**config.mk**
```make
export PLATFORM = sky130hd
export DESIGN_NAME = vs_spi_arbiter
export DESIGN_NICKNAME = d
export VERILOG_FILES = /design/src/rtl/vs_spi_arbiter.sv
export SDC_FILE = /design/constraint.sdc
export NUM_CORES = 1
export LEC_CHECK = 0
export ABC_AREA = 1
export CAP_MARGIN = 10
export CORE_ASPECT_RATIO = 0.75
export CORE_MARGIN = 10
export CORE_UTILIZATION = 50
export CTS_BUF_LIST = sky130_fd_sc_hd__clkbuf_8
export DETAILED_ROUTE_END_ITERATION = 12
export PLACE_DENSITY = 0.85
export SETUP_SLACK_MARGIN = 0.2
export SLEW_MARGIN = 20
export SYNTH_ARGS = -nofsm -noshare
export SYNTH_HDL_FRONTEND = slang
export SYNTH_SLANG_ARGS = --single-unit
```
**constraint.sdc**
```tcl
create_clock -name clk -period 2.2 [get_ports clk]
set_clock_uncertainty 0.05 [all_clocks]
set_input_delay 0.44 -clock clk [delete_from_list [all_inputs] [get_ports clk]]
set_output_delay 0.44 -clock clk [all_outputs]
set_load 0.02 [all_outputs]
```
**src/rtl/vs_spi_arbiter.sv**
```systemverilog
// vs_spi_arbiter: shares the VS1003 SPI bus between SCI register writes and
// the SDI audio byte stream. All traffic is gated on the synchronised DREQ.
// SCI wins a tie but never twice in a row while SDI is waiting.
// SPI mode 0: SI changes while SCK is low, SCK high for CLK_DIV clks then low
// for CLK_DIV clks. At least CLK_DIV idle clks separate consecutive frames.
// Optional feature: define VS_SCI_READ_EN to add SCI register reads
// (ports i_SO, i_sci_rd, o_sci_rdata; opcode 0x03, data sampled on SCK rise).
// Handshakes: i_sci_req is a level held until the one-cycle o_sci_ack pulse;
// an SDI byte moves in the cycle where o_sdi_ready and i_sdi_valid are both 1.
module vs_spi_arbiter #(
    parameter int CLK_DIV   = 4,
    parameter int SDI_BURST = 32
) (
    input  logic        clk,
    input  logic        rst,
    input  logic        i_DREQ,
    input  logic        i_sci_req,
    input  logic [7:0]  i_sci_addr,
    input  logic [15:0] i_sci_wdata,
    output logic        o_sci_ack,
    input  logic        i_sdi_valid,
    input  logic [7:0]  i_sdi_data,
    output logic        o_sdi_ready,
    output logic        o_SCK,
    output logic        o_SI,
    output logic        o_XCS,
    output logic        o_XDCS,
`ifdef VS_SCI_READ_EN
    input  logic        i_SO,
    input  logic        i_sci_rd,
    output logic [15:0] o_sci_rdata,
`endif
    output logic        o_busy
);

    localparam int DW = $clog2(CLK_DIV);
    localparam int CW = $clog2(SDI_BURST + 1);
    localparam logic [DW-1:0] DIV_LAST  = DW'(CLK_DIV - 1);
    localparam logic [CW-1:0] BURST_MAX = CW'(SDI_BURST);

    typedef enum logic [2:0] {
        IDLE, SCI_SETUP, SCI_SHIFT, SCI_HOLD,
        SDI_SETUP, SDI_SHIFT, SDI_NEXT, SDI_HOLD
    } state_t;

    state_t          state;
    logic [1:0]      dreq_sync;
    logic            last_sci;
    logic [DW-1:0]   div;
    logic [4:0]      bit_cnt;
    logic [CW-1:0]   byte_cnt;
    logic [31:0]     shreg;
    logic [7:0]      sci_opcode;
    logic [31:0]     sci_word;
    logic            dreq_s;
    logic            div_done;

`ifdef VS_SCI_READ_EN
    logic            rd_op;
    logic [15:0]     rd_sh;
    assign sci_opcode = i_sci_rd ? 8'h03 : 8'h02;
`else
    assign sci_opcode = 8'h02;
`endif

    assign sci_word = {sci_opcode, i_sci_addr, i_sci_wdata};
    assign dreq_s   = dreq_sync[1];
    assign div_done = (div == DIV_LAST);
    assign o_busy   = (state != IDLE);

    // Arbitration, frame sequencing and registered pin outputs.
    always_ff @(posedge clk) begin
        if (rst) begin
            state       <= IDLE;
            dreq_sync   <= 2'b00;
            last_sci    <= 1'b0;
            div         <= '0;
            bit_cnt     <= 5'd0;
            byte_cnt    <= '0;
            shreg       <= 32'd0;
            o_SCK       <= 1'b0;
            o_SI        <= 1'b0;
            o_XCS       <= 1'b1;
            o_XDCS      <= 1'b1;
            o_sci_ack   <= 1'b0;
            o_sdi_ready <= 1'b0;
`ifdef VS_SCI_READ_EN
            rd_op       <= 1'b0;
            rd_sh       <= 16'd0;
            o_sci_rdata <= 16'd0;
`endif
        end else begin
            dreq_sync   <= {dreq_sync[0], i_DREQ};
            o_sci_ack   <= 1'b0;
            o_sdi_ready <= 1'b0;
            case (state)
                IDLE: begin
                    // div doubles as the inter-frame idle timer here.
                    if (!div_done) begin
                        div <= div + DW'(1);
                    end else if (dreq_s && i_sci_req && !(last_sci && i_sdi_valid)) begin
                        state    <= SCI_SETUP;
                        o_XCS    <= 1'b0;
                        last_sci <= 1'b1;
                        div      <= '0;
                        bit_cnt  <= 5'd31;
                        shreg    <= sci_word;
                        o_SI     <= sci_word[31];
`ifdef VS_SCI_READ_EN
                        rd_op    <= i_sci_rd;
`endif
                    end else if (dreq_s && i_sdi_valid) begin
                        state       <= SDI_SETUP;
                        o_XDCS      <= 1'b0;
                        last_sci    <= 1'b0;
                        div         <= '0;
                        byte_cnt    <= '0;
                        o_sdi_ready <= 1'b1;
                    end
                end
                SCI_SETUP: begin
                    if (div_done) begin
                        o_SCK <= 1'b1;
                        div   <= '0;
                        state <= SCI_SHIFT;
                    end else begin
                        div <= div + DW'(1);
                    end
                end
                SCI_SHIFT, SDI_SHIFT: begin
                    if (!div_done) begin
                        div <= div + DW'(1);
                    end else begin
                        div   <= '0;
                        o_SCK <= !o_SCK;
                        if (o_SCK) begin
                            if (bit_cnt == 5'd0) begin
                                o_SI <= 1'b0;
                                if (state == SCI_SHIFT) begin
                                    state <= SCI_HOLD;
                                end else if (byte_cnt == BURST_MAX) begin
                                    state <= SDI_HOLD;
                                end else begin
                                    state       <= SDI_NEXT;
                                    o_sdi_ready <= 1'b1;
                                end
                            end else begin
                                bit_cnt <= bit_cnt - 5'd1;
                                shreg   <= shreg << 1;
                                o_SI    <= shreg[30];
                            end
                        end else begin
`ifdef VS_SCI_READ_EN
                            if (state == SCI_SHIFT && rd_op && bit_cnt < 5'd16)
                                rd_sh <= {rd_sh[14:0], i_SO};
`endif
                        end
                    end
                end
                SCI_HOLD: begin
                    if (div_done) begin
                        o_XCS     <= 1'b1;
                        o_sci_ack <= 1'b1;
                        div       <= '0;
                        state     <= IDLE;
`ifdef VS_SCI_READ_EN
                        if (rd_op) o_sci_rdata <= rd_sh;
`endif
                    end else begin
                        div <= div + DW'(1);
                    end
                end
                SDI_SETUP: begin
                    // First cycle is the handshake; the remaining CLK_DIV-1
                    // cycles complete the low phase before the first rise.
                    if (o_sdi_ready) begin
                        if (i_sdi_valid) begin
                            shreg    <= {i_sdi_data, 24'd0};
                            o_SI     <= i_sdi_data[7];
                            byte_cnt <= byte_cnt + CW'(1);
                            bit_cnt  <= 5'd7;
                            div      <= DW'(1);
                        end else begin
                            div   <= '0;
                            state <= SDI_HOLD;
                        end
                    end else if (div_done) begin
                        o_SCK <= 1'b1;
                        div   <= '0;
                        state <= SDI_SHIFT;
                    end else begin
                        div <= div + DW'(1);
                    end
                end
                SDI_NEXT: begin
                    if (i_sdi_valid) begin
                        shreg    <= {i_sdi_data, 24'd0};
                        o_SI     <= i_sdi_data[7];
                        byte_cnt <= byte_cnt + CW'(1);
                        bit_cnt  <= 5'd7;
                        div      <= DW'(1);
                        state    <= SDI_SETUP;
                    end else begin
                        div   <= '0;
                        state <= SDI_HOLD;
                    end
                end
                SDI_HOLD: begin
                    if (div_done) begin
                        o_XDCS <= 1'b1;
                        div    <= '0;
                        state  <= IDLE;
                    end else begin
                        div <= div + DW'(1);
                    end
                end
                default: state <= IDLE;
            endcase
        end
    end

endmodule

```
# [Word level (Yosys, flattened, before mapping)]
# Index checks and enable logic that the tools add are counted.
[classes] n_eq_ne=27 div=0 shifts=0 mux=73 add_sub_neg=3 reduce_logical=27 mul=0 bitwise_logic=1 magnitude_cmp=0
[op_table] operator="two-way mux 32 bit" n=7
[op_table] operator="case mux 32 bit (4 select lines)" n=1
[op_table] operator="two-way mux 3 bit" n=12
[op_table] operator="two-way mux 5 bit" n=7
[op_table] operator="two-way mux 6 bit" n=5
[op_table] operator="two-way mux 1 bit" n=26
[op_table] operator="inequality test 2 bit, second input constant" n=13
[op_table] operator="case mux 5 bit (4 select lines)" n=1
[op_table] operator="case mux 3 bit (6 select lines)" n=1
[op_table] operator="case mux 6 bit (3 select lines)" n=1
[op_table] operator="== test 3 bit, second input constant" n=4
[op_table] operator="two-way mux 2 bit" n=6
[op_table] operator="AND reduction 5 bit" n=2
[op_table] operator="inequality test 3 bit, second input constant" n=3
[op_table] operator="AND reduction 9 bit" n=1
[op_table] operator="nonzero test 3 bit" n=3
[op_table] operator="case mux 2 bit (4 select lines)" n=1
[op_table] operator="AND reduction 7 bit" n=1
[op_table] operator="adder 6 x 1 -> 6 bit, second input constant" n=1
[op_table] operator="== test 3 x 2 -> 1 bit, second input constant" n=2
[op_table] operator="== test 6 bit, second input constant" n=1
[op_table] operator="case mux 1 bit (2 select lines)" n=3
[op_table] operator="AND reduction 3 bit" n=2
[op_table] operator="AND reduction 6 bit" n=1
[op_table] operator="other kinds (18)" n=26
[word_totals] latchBits=0 n_memories=0 word_cells=144 register_bits=57 ramBits=0 mem_bits_ro=0

# [Longest topological paths before layout]
[depth] ltp_word=7 ltp_mapped=12 mapped_depth_nobuf=12

# [Worst setup path after synthesis]
# No wires, ideal clock.
[synth_path] path_type="reg-to-reg" start="register div[0]" end="register shreg[14]" setup_ns=0.113 setup_slack_ns=0.597 arrival_time_ns=1.440 synth_period_minus_slack_ns=1.603 path_buffers=1 stages_incl_launch_ff=10 cell_sequence="dfxtp_1 ha_1 inv_1 nand2_1 nand4_2 nor2_8 buf_4 nand2_1 nand2_1 nor2_1"
[synth_via] elab_chain_cells=3 word_cells_on_any_way=4 cone_classes="3 x eq/ne; 1 x reduce/logical"
[synth_lines] item="start, declared" line="49" source="logic [DW-1:0] div;"
[synth_lines] item="start signal, assigned" line="100" source="div <= div + DW'(1);"
[synth_lines] item="start signal, assigned" line="127" source="div <= div + DW'(1);"
[synth_lines] item="start signal, assigned" line="132" source="div <= div + DW'(1);"
[synth_lines] item="== test 2 bit (*)" line="68" source="assign div_done = (div == DIV_LAST);"
[synth_lines] item="via div_done" line="56" source="logic div_done;"
[synth_lines] item="inequality test 2 bit (no line)"
[synth_lines] item="AND reduction 7 bit (no line) (*)"
[synth_lines] item="end signal, assigned" line="107" source="shreg <= sci_word;"
[synth_lines] item="end signal, assigned" line="149" source="shreg <= shreg << 1;"
[synth_lines] item="end signal, assigned" line="178" source="shreg <= {i_sdi_data, 24'd0};"
[synth_lines] item="end, declared" line="52" source="logic [31:0] shreg;"
# Mark *: on every way through the listed nets, which the timed path passes. The rest lies on a longest branch.
# A chain may end at the register's enable or synchronous reset.

# [Worst setup path in the final report]
[layout_path] start="input port i_sdi_valid" end="register shreg[2]"
[layout_via] elab_chain_cells=5 word_cells_on_any_way=8 cone_classes="1 x eq/ne; 3 x mux; 4 x reduce/logical"
[layout_lines] item="start, declared" line="21" source="input logic i_sdi_valid,"
[layout_lines] item="logical AND 1 bit" line="101" source="end else if (dreq_s && i_sci_req && !(last_sci && i_sdi_valid)) begin"
[layout_lines] item="zero test 1 bit" line="101"
[layout_lines] item="logical AND 1 bit" line="101"
[layout_lines] item="inequality test 2 bit (no line)"
[layout_lines] item="AND reduction 7 bit (no line)"
# Several ways; a longest one is shown, not always the timed one. The select of a mux whose other input is x is not followed.

==> impl_results.md <==
- Status: finished clean
- Clock root buffer: clkbuf_8
- Final nets: 521
- Initial core utilization: 53.1%
- IR drop worst, VDD: 0.369 mV
- Synthesized area: 2900 µm²
- CTS sink cnt: 56
- Total power: 0.00206 W
- Rows: 23
- Die W: 108 µm
- Share of layout cells above drive strength 1: 7.71%
- Biggest cell delay along the critical path: 460 ps
- Worst path depth: 10
- Vias per cell: 5.17
- Critical path buffer and inverter count: 2
- Fin crit period: 1880 ps
- Most frequent CP cell: nand2_1
- Final Cycle Share: 85.5%
- Vias in the first global route: 2,633
- Distinct cells, synth: 31
- Most common cell after layout, fill and taps aside: nand2_1
- Sequential-to-total area share from yosys stat: 38.6%
- Async set or reset register ratio after synthesis: 0%
- Setup CP Type: input port to flop
- Delay-heaviest family, CP: simple AND/OR/NAND/NOR gates
- PortBufs: 43
- Metal-1 WL: 3.49 mm
- Crit path cell chain: clkdlybuf4s50_1 > nand2_1 > nand3_1 > nand2_1 > nand4_2 > nor2_8 > buf_12 > nand2_1 > nand2_1 > nor2_1
- Clock power frac: 38.1%
- Max Cap Viol: 0
- First-pass GRT wire length: 12.3 mm
- Global route overflow: 0
- Met2 routed WL: 3.31 mm
- Measured slew at the worst slew-check pin: 452 ps
- Hold Crit Class: flop to flop
- Die Y: 86.0 µm
- Combinational power share: 11.4%
- CP max-delay cell: clkdlybuf4s50_1
- Fmax: 0.532 GHz
- Slew headroom: 69.8%
- Top Metal Used: met4
- Crit start category: input port
- Synthesized instance count: 435
- Final Max Tran Viols: 0
- Core box area: 5470 µm²
- Hold Vio Cnt, Final: 0
- Placed Area: 3420 µm²
- H-tree depth: 2
- Synth Register Bits: 56
- WL per Instance: 13.2 µm
- Global Route Usage Sum: 15.8%
- Sequential Power Share: 50.5%
- Half-perimeter wire length after placement: 5.27 mm
- Most frequent cells in the layout: 135 x nand2_1, 90 x nor2_1, 55 x dfxtp_1
- Clock Latency Late Sink: 310 ps
- Worst reg2reg path depth: 9
- Synthesized netlist net count: 476
- DRC Markers: 0
- Max clock buf depth: 2
- Synth-to-Final Area Change: 22.8%
- EDFF count, synth: 0
- Post-route cell area: 3560 µm²
- Cts hold-fix bufs: 0
- Leakage Power: 1.43 nW
- Pin count of the biggest net entering global routing: 49
- Hold Path Depth: 2
- DRT antenna net count: 0
- CTS clk-pin slew, worst paths: 100 ps
- Internal power: 0.00160 W
- Sw Ratio: 22.5%
- RSZ-0062 raised after global routing: yes
- Setup violations, final: 0
- Mean Syn Cell Area: 6.67 µm²
- Final critical-path setup slack: 319 ps
- CTS Buf Count: 5
- Final wirelength: 7.33 mm
- Die ar.: 9280 µm²
- Synth Flop Type: dfxtp_1
- YS warnings: 0
- Critical path fanouts, max: 48
- Endpoint class of the critical path: flop
- Pre-antenna DRT Iters: 5
- Final setup TNS: 0 ps
- CP Data Required Time: 2360 ps
- Reg2reg setup slack: 340 ps
- Starting DRC count in detailed routing: 162
- TritonCTS clock tree: yes
- Ports: 44
- Initial antenna violation count: 0
- Gp weighted congestion: 0.913
- Via count: 2,871
- Pre-CTS WS: 43.8 ps
- Pwr/cell area: 579 nW/µm²
- Critical Path AT: 2050 ps
- Psw: 0.000463 W
- Antenna diode count: 0
- WL met3: 461 µm
sequential cells by signal, indices dropped and copies added, names as in the netlist:
name,count
o_XDCS,1
byte_cnt,6
bit_cnt,5
o_XCS,1
o_sdi_ready,1
dreq_sync,2
o_sci_ack,1
last_sci,1
div,2
o_SI,1
shreg,31
state,3
o_SCK,1
metal layers:
metal  track usage, %  vias to the layer above
li1                 -                     1489
met1             20.9                     1305
met2             25.2                       70
met3             3.66                        7
met4             4.24                        0
met5                0                        -
synth_stat cells (3+ instances only):
master    instances  area (µm²)
nand2_1         136         510
nor2_1           90         338
dfxtp_1          56        1120
a22oi_1          29         218
inv_1            22        82.6
nand3_1          21         105
a21oi_1          20         100
clkbuf_1         11        41.3
o21ai_0           8        40.0
inv_2             5        18.8
buf_6             4        45.0
ha_1              4        50.1
xnor2_1           3        26.3
xor2_1            3        26.3
final cells by class:
cell class	instances	area (µm²)
Fill cell	506	1910
Multi-Input combinational cell	333	1580
Sequential cell	56	1120
Timing Repair Buffer	56	536
Inverter	28	105
Tap cell	75	93.8
Clock buffer	5	68.8
Clock inverter	2	60.1
worst paths after layout:
check | start | end
worst max-delay path | i_sdi_valid | shreg[2]$_SDFFE_PP0P_
worst min-delay path | dreq_sync[0]$_SDFF_PP0_ | dreq_sync[1]$_SDFF_PP0_
worst max register to register | div[0]$_SDFFE_PP0P_ | shreg[2]$_SDFFE_PP0P_
worst min register to register | dreq_sync[0]$_SDFF_PP0_ | dreq_sync[1]$_SDFF_PP0_
logic make-up (layout without fill, tap and decap cells):
| group | after synthesis | after routing | share of synthesized area, % |
|---|---|---|---|
| flops | 56 | 56 | 38.6 |
| buf+inv | 46 | 91 | 7.29 |
| fa+ha+maj | 4 | 4 | 1.72 |
| simple gates | 260 | 260 | 36.7 |
| compound gates | 63 | 63 | 13.9 |
| xor+xnor | 6 | 6 | 1.81 |
power by group through the flow:
stage / Combinational [W] / Sequential (W) / Clock, W
finish: 0.000236 / 0.00104 / 0.000784
global route: 0.000262 / 0.00104 / 0.000837
CTS: 0.000235 / 0.00104 / 0.000798
detailed placement: 0.000233 / 0.00106 / 0
global placement: 0.000229 / 0.00106 / 0
floorplan: 0.000131 / 0.00106 / 0
metrics by stage:
stage	std cells	hold WS, ps	utilization, %
final	555	359	65.1
after floorplan	435	338	-
after CTS	554	363	65.0
after global routing	555	379	65.1
after global placement	547	341	62.6
after detailed placement	547	348	62.6
tightest hold or removal path: cells and delay by family, from the launching register on:
family,cells,cell delay [ps]
flops,1,310
simple gates,1,30
buf+inv,1,40
timing repair:
item                                    4_1_cts  5_1_grt
pin swaps                                     0        1
endpoints found under the setup margin        1       30
buffers inserted                              0        1
gates resized for setup                       2        5
cloned                                        0        0
Note: power is estimated with default switching activity, not from simulation.
